## src/rtl/game_pkg.sv

```systemverilog
// Shared fighter-state, stun, round and winner codes for the combat referee.
package game_pkg;

  localparam int PLAYER_WIDTH = 64;

  // Controller state encoding; codes 11..15 are unused and never attack or block.
  localparam logic [3:0] S_IDLE             = 4'd0;
  localparam logic [3:0] S_FORWARD          = 4'd1;
  localparam logic [3:0] S_BACKWARD         = 4'd2;
  localparam logic [3:0] S_IATTACK_START    = 4'd3;
  localparam logic [3:0] S_IATTACK_ACTIVE   = 4'd4;
  localparam logic [3:0] S_IATTACK_RECOVERY = 4'd5;
  localparam logic [3:0] S_DATTACK_START    = 4'd6;
  localparam logic [3:0] S_DATTACK_ACTIVE   = 4'd7;
  localparam logic [3:0] S_DATTACK_RECOVERY = 4'd8;
  localparam logic [3:0] S_HITSTUN          = 4'd9;
  localparam logic [3:0] S_BLOCKSTUN        = 4'd10;

  localparam logic [1:0] STUN_NONE  = 2'b00;
  localparam logic [1:0] STUN_HIT   = 2'b01;
  localparam logic [1:0] STUN_BLOCK = 2'b10;

  typedef enum logic [1:0] {
    RS_WAIT  = 2'b00,
    RS_FIGHT = 2'b01,
    RS_KO    = 2'b10
  } round_e;

  localparam logic [1:0] WIN_NONE = 2'b00;
  localparam logic [1:0] WIN_P1   = 2'b01;
  localparam logic [1:0] WIN_P2   = 2'b10;
  localparam logic [1:0] WIN_DRAW = 2'b11;

  function automatic logic [2:0] sat_sub(input logic [2:0] a, input logic [2:0] b);
    return (a > b) ? (a - b) : 3'd0;
  endfunction

endpackage

```

## src/rtl/hit_resolver.sv

```systemverilog
// One attack direction: decides whether the attacker's active frame connects,
// whether it is blocked, and how much damage it carries. Lands once per active window.
module hit_resolver
  import game_pkg::*;
#(
  parameter int I_REACH  = 20,
  parameter int D_REACH  = 32,
  parameter int I_DAMAGE = 1,
  parameter int D_DAMAGE = 2
) (
  input  logic       clk_i,
  input  logic       reset_i,
  input  logic       enable_i,
  input  logic [3:0] atk_state_i,
  input  logic [9:0] left_x_i,
  input  logic [9:0] right_x_i,
  input  logic [3:0] def_state_i,
  output logic       valid_o,
  output logic       is_block_o,
  output logic [2:0] damage_o
);

  logic        active;
  logic [10:0] reach;
  logic        overlap;
  logic        hit_done_q, hit_done_d;

  always_comb begin
    active   = 1'b0;
    reach    = 11'd0;
    damage_o = 3'd0;
    case (atk_state_i)
      S_IATTACK_ACTIVE: begin
        active   = 1'b1;
        reach    = 11'(I_REACH);
        damage_o = 3'(I_DAMAGE);
      end
      S_DATTACK_ACTIVE: begin
        active   = 1'b1;
        reach    = 11'(D_REACH);
        damage_o = 3'(D_DAMAGE);
      end
      default: ;
    endcase
  end

  // 11-bit sum so a front edge past x=1023 still counts as overlapping.
  assign overlap    = {1'b0, right_x_i} <= ({1'b0, left_x_i} + 11'(PLAYER_WIDTH) + reach);
  assign valid_o    = active & overlap & ~hit_done_q & enable_i;
  assign is_block_o = (def_state_i == S_BACKWARD);
  assign hit_done_d = active & (hit_done_q | valid_o);

  always_ff @(posedge clk_i) begin
    if (reset_i) hit_done_q <= 1'b0;
    else         hit_done_q <= hit_done_d;
  end

endmodule

```

## src/rtl/combat_arbiter.sv

```systemverilog
// Frame-rate referee: resolves both attack directions, drives one-frame stun pulses,
// tracks health and runs the WAIT/FIGHT/KO round machine. All outputs registered.
module combat_arbiter
  import game_pkg::*;
#(
  parameter int I_REACH        = 20,
  parameter int D_REACH        = 32,
  parameter int MAX_HEALTH     = 3,
  parameter int I_DAMAGE       = 1,
  parameter int D_DAMAGE       = 2,
  parameter int KO_HOLD_FRAMES = 120
) (
  input  logic       logic_clk,
  input  logic       reset,
  input  logic       start,
  input  logic [9:0] player1_pos_x,
  input  logic [3:0] player1_state,
  input  logic [9:0] player2_pos_x,
  input  logic [3:0] player2_state,
  output logic [1:0] stunmode1,
  output logic [1:0] stunmode2,
  output logic [2:0] p1_health,
  output logic [2:0] p2_health,
  output logic [1:0] round_state,
  output logic [1:0] winner,
  output logic       freeze
);

  localparam int KW = $clog2(KO_HOLD_FRAMES + 1);

  round_e          state_q, state_d;
  logic [1:0]      stun1_q, stun1_d, stun2_q, stun2_d;
  logic [2:0]      h1_q, h1_d, h2_q, h2_d;
  logic [1:0]      win_q, win_d;
  logic            freeze_q, freeze_d;
  logic [KW-1:0]   cnt_q, cnt_d;

  logic            fight;
  logic            v12, blk12, v21, blk21;
  logic [2:0]      dmg12, dmg21;

  assign fight = (state_q == RS_FIGHT);

  // P1 faces right and P2 left, so both directions share the same gap test.
  hit_resolver #(.I_REACH(I_REACH), .D_REACH(D_REACH), .I_DAMAGE(I_DAMAGE), .D_DAMAGE(D_DAMAGE)) u_p1_hits_p2 (
    .clk_i(logic_clk), .reset_i(reset), .enable_i(fight),
    .atk_state_i(player1_state), .left_x_i(player1_pos_x), .right_x_i(player2_pos_x),
    .def_state_i(player2_state), .valid_o(v12), .is_block_o(blk12), .damage_o(dmg12)
  );

  hit_resolver #(.I_REACH(I_REACH), .D_REACH(D_REACH), .I_DAMAGE(I_DAMAGE), .D_DAMAGE(D_DAMAGE)) u_p2_hits_p1 (
    .clk_i(logic_clk), .reset_i(reset), .enable_i(fight),
    .atk_state_i(player2_state), .left_x_i(player1_pos_x), .right_x_i(player2_pos_x),
    .def_state_i(player1_state), .valid_o(v21), .is_block_o(blk21), .damage_o(dmg21)
  );

  always_comb begin
    state_d = state_q;
    stun1_d = STUN_NONE;
    stun2_d = STUN_NONE;
    h1_d    = h1_q;
    h2_d    = h2_q;
    win_d   = win_q;
    cnt_d   = cnt_q;

    // Swings are only valid in FIGHT, so KO automatically keeps stun at none.
    if (v12) begin
      stun2_d = blk12 ? STUN_BLOCK : STUN_HIT;
      if (!blk12) h2_d = sat_sub(h2_q, dmg12);
    end
    if (v21) begin
      stun1_d = blk21 ? STUN_BLOCK : STUN_HIT;
      if (!blk21) h1_d = sat_sub(h1_q, dmg21);
    end

    case (state_q)
      RS_WAIT: begin
        if (start) begin
          state_d = RS_FIGHT;
          h1_d    = 3'(MAX_HEALTH);
          h2_d    = 3'(MAX_HEALTH);
          win_d   = WIN_NONE;
        end
      end
      RS_FIGHT: begin
        if (h1_d == 3'd0 || h2_d == 3'd0) begin
          state_d = RS_KO;
          cnt_d   = '0;
          if (h1_d == 3'd0 && h2_d == 3'd0) win_d = WIN_DRAW;
          else if (h2_d == 3'd0)            win_d = WIN_P1;
          else                              win_d = WIN_P2;
        end
      end
      RS_KO: begin
        if (cnt_q == KW'(KO_HOLD_FRAMES - 1)) state_d = RS_WAIT;
        else                                  cnt_d   = cnt_q + KW'(1);
      end
      default: state_d = RS_WAIT;
    endcase

    freeze_d = (state_d != RS_FIGHT);
  end

  always_ff @(posedge logic_clk) begin
    if (reset) begin
      state_q  <= RS_WAIT;
      stun1_q  <= STUN_NONE;
      stun2_q  <= STUN_NONE;
      h1_q     <= 3'(MAX_HEALTH);
      h2_q     <= 3'(MAX_HEALTH);
      win_q    <= WIN_NONE;
      freeze_q <= 1'b1;
      cnt_q    <= '0;
    end else begin
      state_q  <= state_d;
      stun1_q  <= stun1_d;
      stun2_q  <= stun2_d;
      h1_q     <= h1_d;
      h2_q     <= h2_d;
      win_q    <= win_d;
      freeze_q <= freeze_d;
      cnt_q    <= cnt_d;
    end
  end

  assign stunmode1   = stun1_q;
  assign stunmode2   = stun2_q;
  assign p1_health   = h1_q;
  assign p2_health   = h2_q;
  assign round_state = state_q;
  assign winner      = win_q;
  assign freeze      = freeze_q;

endmodule

```

## config.mk

```make
export PLATFORM = sky130hd
export DESIGN_NAME = combat_arbiter
export DESIGN_NICKNAME = d
export VERILOG_FILES = /design/src/rtl/game_pkg.sv /design/src/rtl/hit_resolver.sv /design/src/rtl/combat_arbiter.sv
export SDC_FILE = /design/constraint.sdc
export NUM_CORES = 1
export LEC_CHECK = 0
export CELL_PAD_IN_SITES_DETAIL_PLACEMENT = 1
export CELL_PAD_IN_SITES_GLOBAL_PLACEMENT = 1
export CORE_ASPECT_RATIO = 1.1
export CORE_MARGIN = 10
export CORE_UTILIZATION = 34
export DETAILED_ROUTE_END_ITERATION = 16
export GPL_TIMING_DRIVEN = 0
export PLACE_DENSITY_LB_ADDON = 0.05
export SLEW_MARGIN = 10
export SYNTH_ARGS = -nofsm -noshare
export SYNTH_HDL_FRONTEND = slang
export SYNTH_SLANG_ARGS = --single-unit
```

## constraint.sdc

```tcl
create_clock -name logic_clk -period 4.9 [get_ports logic_clk]
set_clock_uncertainty 0.2 [all_clocks]
set_input_delay 1.47 -clock logic_clk [delete_from_list [all_inputs] [get_ports logic_clk]]
set_output_delay 1.47 -clock logic_clk [all_outputs]
set_load 0.05 [all_outputs]
```

**Yosys cells after proc, flatten, opt, wreduce, memory -nomap -nowiden**

Cells that the tools add are included.

- Bits of input ports: 31
- Memory bits (read-only): 0
- Memories: 0
- Output and inout bits: 15
- Bits in latches: 0
- Flip-flop bits (word level): 24
- Memory bits (writable): 0
- Logic and storage cells: 90

- Equality and inequality tests: 13
- Bitwise operators: 14
- Reductions and logical operators: 13
- Shift operators: 0
- Multiply operators: 0
- Add/sub/neg operators: 6
- Order comparisons: 4
- Muxes and demuxes: 30
- Div/mod/pow operators: 0

Operator list:

| cell | count |
|---|---|
| $mux 3 | 10 |
| $pmux 6 s2 | 2 |
| $add 11x6->11 | 2 |
| $le 10x11->1 | 2 |
| $mux 2 | 9 |
| $eq 4x3->1 const B | 4 |
| $mux 7 | 2 |
| $pmux 7 s2 | 1 |
| $pmux 2 s2 | 3 |
| $add 10x7->11 const B | 1 |
| $and 1x1->1 | 8 |
| $eq 4x2->1 const B | 2 |
| $reduce_or 2->1 | 4 |
| $add 7x1->7 const B | 1 |
| $eq 7x7->1 const B | 1 |
| $gt 3x3->1 | 2 |
| $logic_not 3->1 | 2 |
| $ne 2x2->1 const B | 3 |
| $pmux 2 s3 | 1 |
| $reduce_and 3->1 | 2 |
| $sub 3x3->3 | 2 |
| $not 1->1 | 4 |
| $reduce_bool 2->1 | 2 |
| $eq 2x1->1 const B | 1 |
| other kinds (7) | 9 |

**Logic depth before layout (Yosys ltp)**

- Word-level depth: 13
- Depth in mapped cells: 18

**Hierarchy**

A second synthesis with hierarchy kept.

- Cells, all modules: 257
- Area, all modules: 2217.1 µm²

Modules (own cells, without submodules):

| module | cells an instance | times used | area each (µm²) | sequential area each (µm²) |
|---|---|---|---|---|
| combat_arbiter | 131 | 1 | 1216.2 | 440.4 |
| hit_resolver | 63 | 2 | 500.5 | 20.0 |

**Worst setup path after synthesis**

No wires, ideal clock.

- Path kind: input -> register
- Start: input player2_state[2]
- End: register freeze_q, in the netlist freeze
- Setup time: 0.120 ns
- Data arrival time: 4.701 ns
- Cell stages on the path: 16
- Path buffers: 1
- Slack: -0.121 ns
- Cell sequence: nor2b_1 > nor3b_1 > ha_1 > a21o_1 > a21o_1 > xnor2_1 > ha_1 > a211oi_2 > o211ai_1 > o221ai_1 > a221oi_2 > or2_1 > clkbuf_2 > o21ai_1 > o211ai_1 > a211o_1

- Word-level cells in the longest chain between the ends: 13
- Elaborated cells on any way between the ends: 25
- Those cells by class: 2 x add/sub; 2 x order compare; 4 x eq/ne; 10 x mux; 3 x bitwise; 4 x reduce/logical

Ends and longest elaborated chain:

| element | line | source |
|---|---|---|
| start: declaration | combat_arbiter.sv:19 | `input logic [3:0] player2_state,` |
| $eq 4x3->1 | hit_resolver.sv:32 | `case (atk_state_i)` |
| $pmux 6 s2 | hit_resolver.sv:32 |  |
| $add 11x6->11 | hit_resolver.sv:48 | `assign overlap = {1'b0, right_x_i} <= ({1'b0, left_x_i} + 11'(PLAYER_WIDTH) + reach);` |
| $le 10x11->1 | hit_resolver.sv:48 |  |
| $and 1x1->1 (3 in series) | hit_resolver.sv:49 | `assign valid_o = active & overlap & ~hit_done_q & enable_i;` |
| $mux 3 | combat_arbiter.sv:71 | `if (v21) begin` |
| $logic_not 3->1 | combat_arbiter.sv:86 | `if (h1_d == 3'd0 \|\| h2_d == 3'd0) begin` |
| $logic_or 1x1->1 (*) | combat_arbiter.sv:86 |  |
| $mux 2 (*) | combat_arbiter.sv:86 |  |
| $pmux 2 s3 (*) | combat_arbiter.sv:76 | `case (state_q)` |
| $ne 2x1->1 (*) | combat_arbiter.sv:101 | `freeze_d = (state_d != RS_FIGHT);` |
| end signal: assignment | combat_arbiter.sv:121 | `freeze_q <= freeze_d;` |
| end: declaration | combat_arbiter.sv:35 | `logic freeze_q, freeze_d;` |

Every way passes the cells marked *; elsewhere a longest branch is shown, timed or not.
A chain may end at the register's enable or synchronous reset.

**Worst setup path in the final report**

- Start: input player2_state[2]
- End: register state_q[0], in the netlist round_state[0]

- Word-level cells in the longest chain between the ends: 12
- Elaborated cells on any way between the ends: 24
- Those cells by class: 2 x add/sub; 2 x order compare; 3 x eq/ne; 10 x mux; 3 x bitwise; 4 x reduce/logical

Ends and longest elaborated chain:

| element | line | source |
|---|---|---|
| $eq 4x3->1 | hit_resolver.sv:32 |  |
| $pmux 6 s2 | hit_resolver.sv:32 |  |
| $add 11x6->11 | hit_resolver.sv:48 |  |
| $le 10x11->1 | hit_resolver.sv:48 |  |
| $and 1x1->1 (3 in series) | hit_resolver.sv:49 |  |
| $mux 3 | combat_arbiter.sv:71 |  |
| $logic_not 3->1 | combat_arbiter.sv:86 |  |
| $logic_or 1x1->1 (*) | combat_arbiter.sv:86 |  |
| $mux 2 (*) | combat_arbiter.sv:86 |  |
| $pmux 2 s3 (*) | combat_arbiter.sv:76 |  |
| end signal: assignment | combat_arbiter.sv:115 | `state_q <= state_d;` |
| end: declaration | combat_arbiter.sv:31 | `round_e state_q, state_d;` |

Marked as above.

==> metrics <==
final net count=410; die area=0.0100 mm²; Final Instance Count excl. Fillers=423; placed cell count=387; Crit path buffers/inverters=5; Internal Power=0.369 mW; part of the cycle the worst path needs=1.01; TritonCTS clock tree=done; EDFF count, synth=0; 1st-pass router iterations=4; crit path DAT=4.88 ns; worst slack, placed=-1.14 ns; final instance area=0.00348 mm²; htree depth=1; first-pass GRT wire length=11.5 mm; clk root buf=clkbuf_8; fin crit period=4.96 ns; share of cells above drive strength 1=0.306; Routed Wire Length=7.07 mm; Post-Syn Area=0.00219 mm²; Commonest cells post-synth=ha_1, dfxtp_1, nand2_1, inv_1, nor2_1; Netlist cell types=53; Ports=46; Yosys reg bits=24; Static Leak=1.46 nW; clk slew on worst S/H paths=roughly 0.09 ns; Pwr per Cell Area=157 mW/mm²; max-slew violation count=0; Post-Syn Nets=328; Combinational Power Share=0.384; vias per cell=roughly 5.3; clk sinks=24; VDD IR max=0.000181 V; slew margin rel.=0.304; vias in the first global route=2296; port bufs=45; clock latency on the worst-skew pair=0.27 ns; Async SR Flop Fraction=0; final core occ=0.561; Worst setup EP type=flop; synth warn=0; Die Ht=104 µm; max-cap check violation count=0; Final ANT Viol Nets=0; most numerous cell in the Yosys netlist=ha_1; longest individual stage delay on the worst path=0.31 ns; setup_tns=-0.168 ns; switch share=0.324; Critical-path top delay cell=o31ai_4; Synth area leader=dfxtp_1; drt wl/cell=16.7 µm; startpoint class of the critical path=input pin; Largest delay share family, worst path=compound AO/OA/AOI/OAI gates; Slew @ Worst Pin=1.03 ns; Critical Path RT=between 4 and 5 ns; antenna cells=0; CP max FO=3; CP dominant cell by count=buf_4; register area share after synthesis=0.220; Gate Count Post-Synth=262; fin worst setup slack=-0.0561 ns; Starting DRT DRC Count=59; die width=96.5 µm; Placeable Area=0.00619 mm²; Sw Pwr=0.177 mW; RSZ-0062 raised after global routing=yes; Total GRT Usage=0.138; worst-path cell chain=buf_6 > nor2b_4 > nor3b_4 > buf_4 > ha_4 > ha_4 > a21o_1 > a21o_4 > xnor2_4 > ha_4 > nand4_1 > buf_4 > o31ai_4 > a221oi_4 > buf_4 > o31ai_4 > buf_4 > o21ai_4 > o211ai_1 > a211oi_1; Fin. Hold Viols=0; GRT overflow=0; Avg Inst Size Synth=8.34 µm²; failing checks=negative setup slack; total power=between 0.5 and 0.6 mW; Crit Path Category=input pin to flop; P&R area growth vs syn=59.0%; Final setup viols=8; GPL Wtd Cong=about 0.80; via count=2235; ranking of synthesized cells by area=dfxtp_1, ha_1, xor2_1, xnor2_1, nand2_1; hold slack=0.271 ns; sequential power share=0.365; antenna violations before repair=0; CTS buffer count=3; pin count of the biggest net entering global routing=14; clock share of power=0.251; Residual DRC=0; Fmax achieved=0.202 GHz; FP Rows=30; ys flop type=dfxtp_1; Hold WC Path Type=flop to flop; Post-CTS Hold Buffers=0; CTS max path bufs=2; post-DP HPWL=5.10 mm; Post-DP Area=0.00274 mm²; post-synth top area share=0.220; Initial Utilization=0.353; status=complete, but fails checks
## worst reg2reg max path, stage by stage, from the launching register on
cell and delay [ns]:
dfxtp_1 0.38, inv_1 0.08, ha_1 0.24, fa_1 0.43, xnor2_1 0.14, nand2_1 0.08, o21ai_0 0.08, a21oi_1 0.17
o211ai_1 0.22, o21ai_4 0.12, o211ai_1 0.14, a211o_1 0.32
## state kept, by name (all words and copies together), names as in the netlist
register	count
stunmode2	2
p2_health	3
freeze	1
winner	2
stunmode1	2
u_p1_hits_p2.hit_done_q	1
u_p2_hits_p1.hit_done_q	1
p1_health	3
cnt_q	7
round_state	2
## logic make-up (layout without fill, tap and decap cells)
logic type | after synthesis | count (layout) | share of synthesized area
DFF | 24 | 24 | 0.220
AOI/OAI and AO/OA | 59 | 59 | 0.204
adders and majority gates | 35 | 35 | 0.207
and+or+nand+nor | 92 | 92 | 0.219
muxes | 2 | 2 | 0.00916
buffers and inverters | 26 | 107 | 0.0452
xor gates and xnor gates | 24 | 24 | 0.0962
## power by group through the flow
stage	clock [mW]	sequential, mW	combinational (mW)
2_1_floorplan	0	0.211	0.0838
3_3_place_gp	0	0.204	0.149
3_5_place_dp	0	0.204	0.151
4_1_cts	0.144	0.199	0.179
5_1_grt	0.155	0.200	0.231
6_report	0.137	0.199	0.209
## cells in the final DEF (no fill, tap or decap), drive strengths merged, types with 3 or more instances in the layout
cell type and n:
nand4 6, o211ai 8, a211oi 3, xor2 13, nor2b 5, inv 22
a21oi 12, dlymetal6s2s 3, o41ai 3, nor3 14, xnor2 11, clkbuf 12
nand2b 4, nand2 23, dfxtp 24, o31ai 3, buf 37, ha 33
clkdlybuf4s50 32, a21o 6, o21ai 9, nand3 8, o21a 4, nor2 16
## worst paths after layout
check                                     startpoint                                  to  slack [ns]  depth (start not counted)
setup / recovery                    player2_state[2]           round_state[0]$_SDFF_PP0_       -0.06                         20
hold / removal    u_p2_hits_p1.hit_done_q$_SDFF_PP0_  u_p2_hits_p1.hit_done_q$_SDFF_PP0_        0.27                          2
setup reg to reg             p2_health[0]$_SDFF_PP1_                   freeze$_SDFF_PP1_        2.20                         11
hold reg to reg   u_p2_hits_p1.hit_done_q$_SDFF_PP0_  u_p2_hits_p1.hit_done_q$_SDFF_PP0_        0.27                          2
## final cells by class
class	count	area [µm²]
clock buffers	4	55.1
repair buffers	78	692
plain buffers	3	11.3
fillers	738	2720
multi-input cells	212	2050
flip-flops and latches	24	480
inverters	22	82.6
well taps	80	100
## routing by layer
metal | global-route usage | routed length (µm) | vias to the layer above
met4 | 0.0166 | 14 | 0
li1 | - | - | 1123
met5 | 0 | 0 | -
met2 | 0.211 | 3350 | 38
met3 | 0.0339 | 384 | 2
met1 | 0.194 | 3330 | 1072
## timing repair
action | 4_1_cts | 5_1_grt
buffers inserted | 19 | 15
gates resized for setup | 62 | 53
setup endpoints to repair | 24 | 19
pin swaps | 32 | 34
No activity file was read; power rests on OpenSTA's default activity.
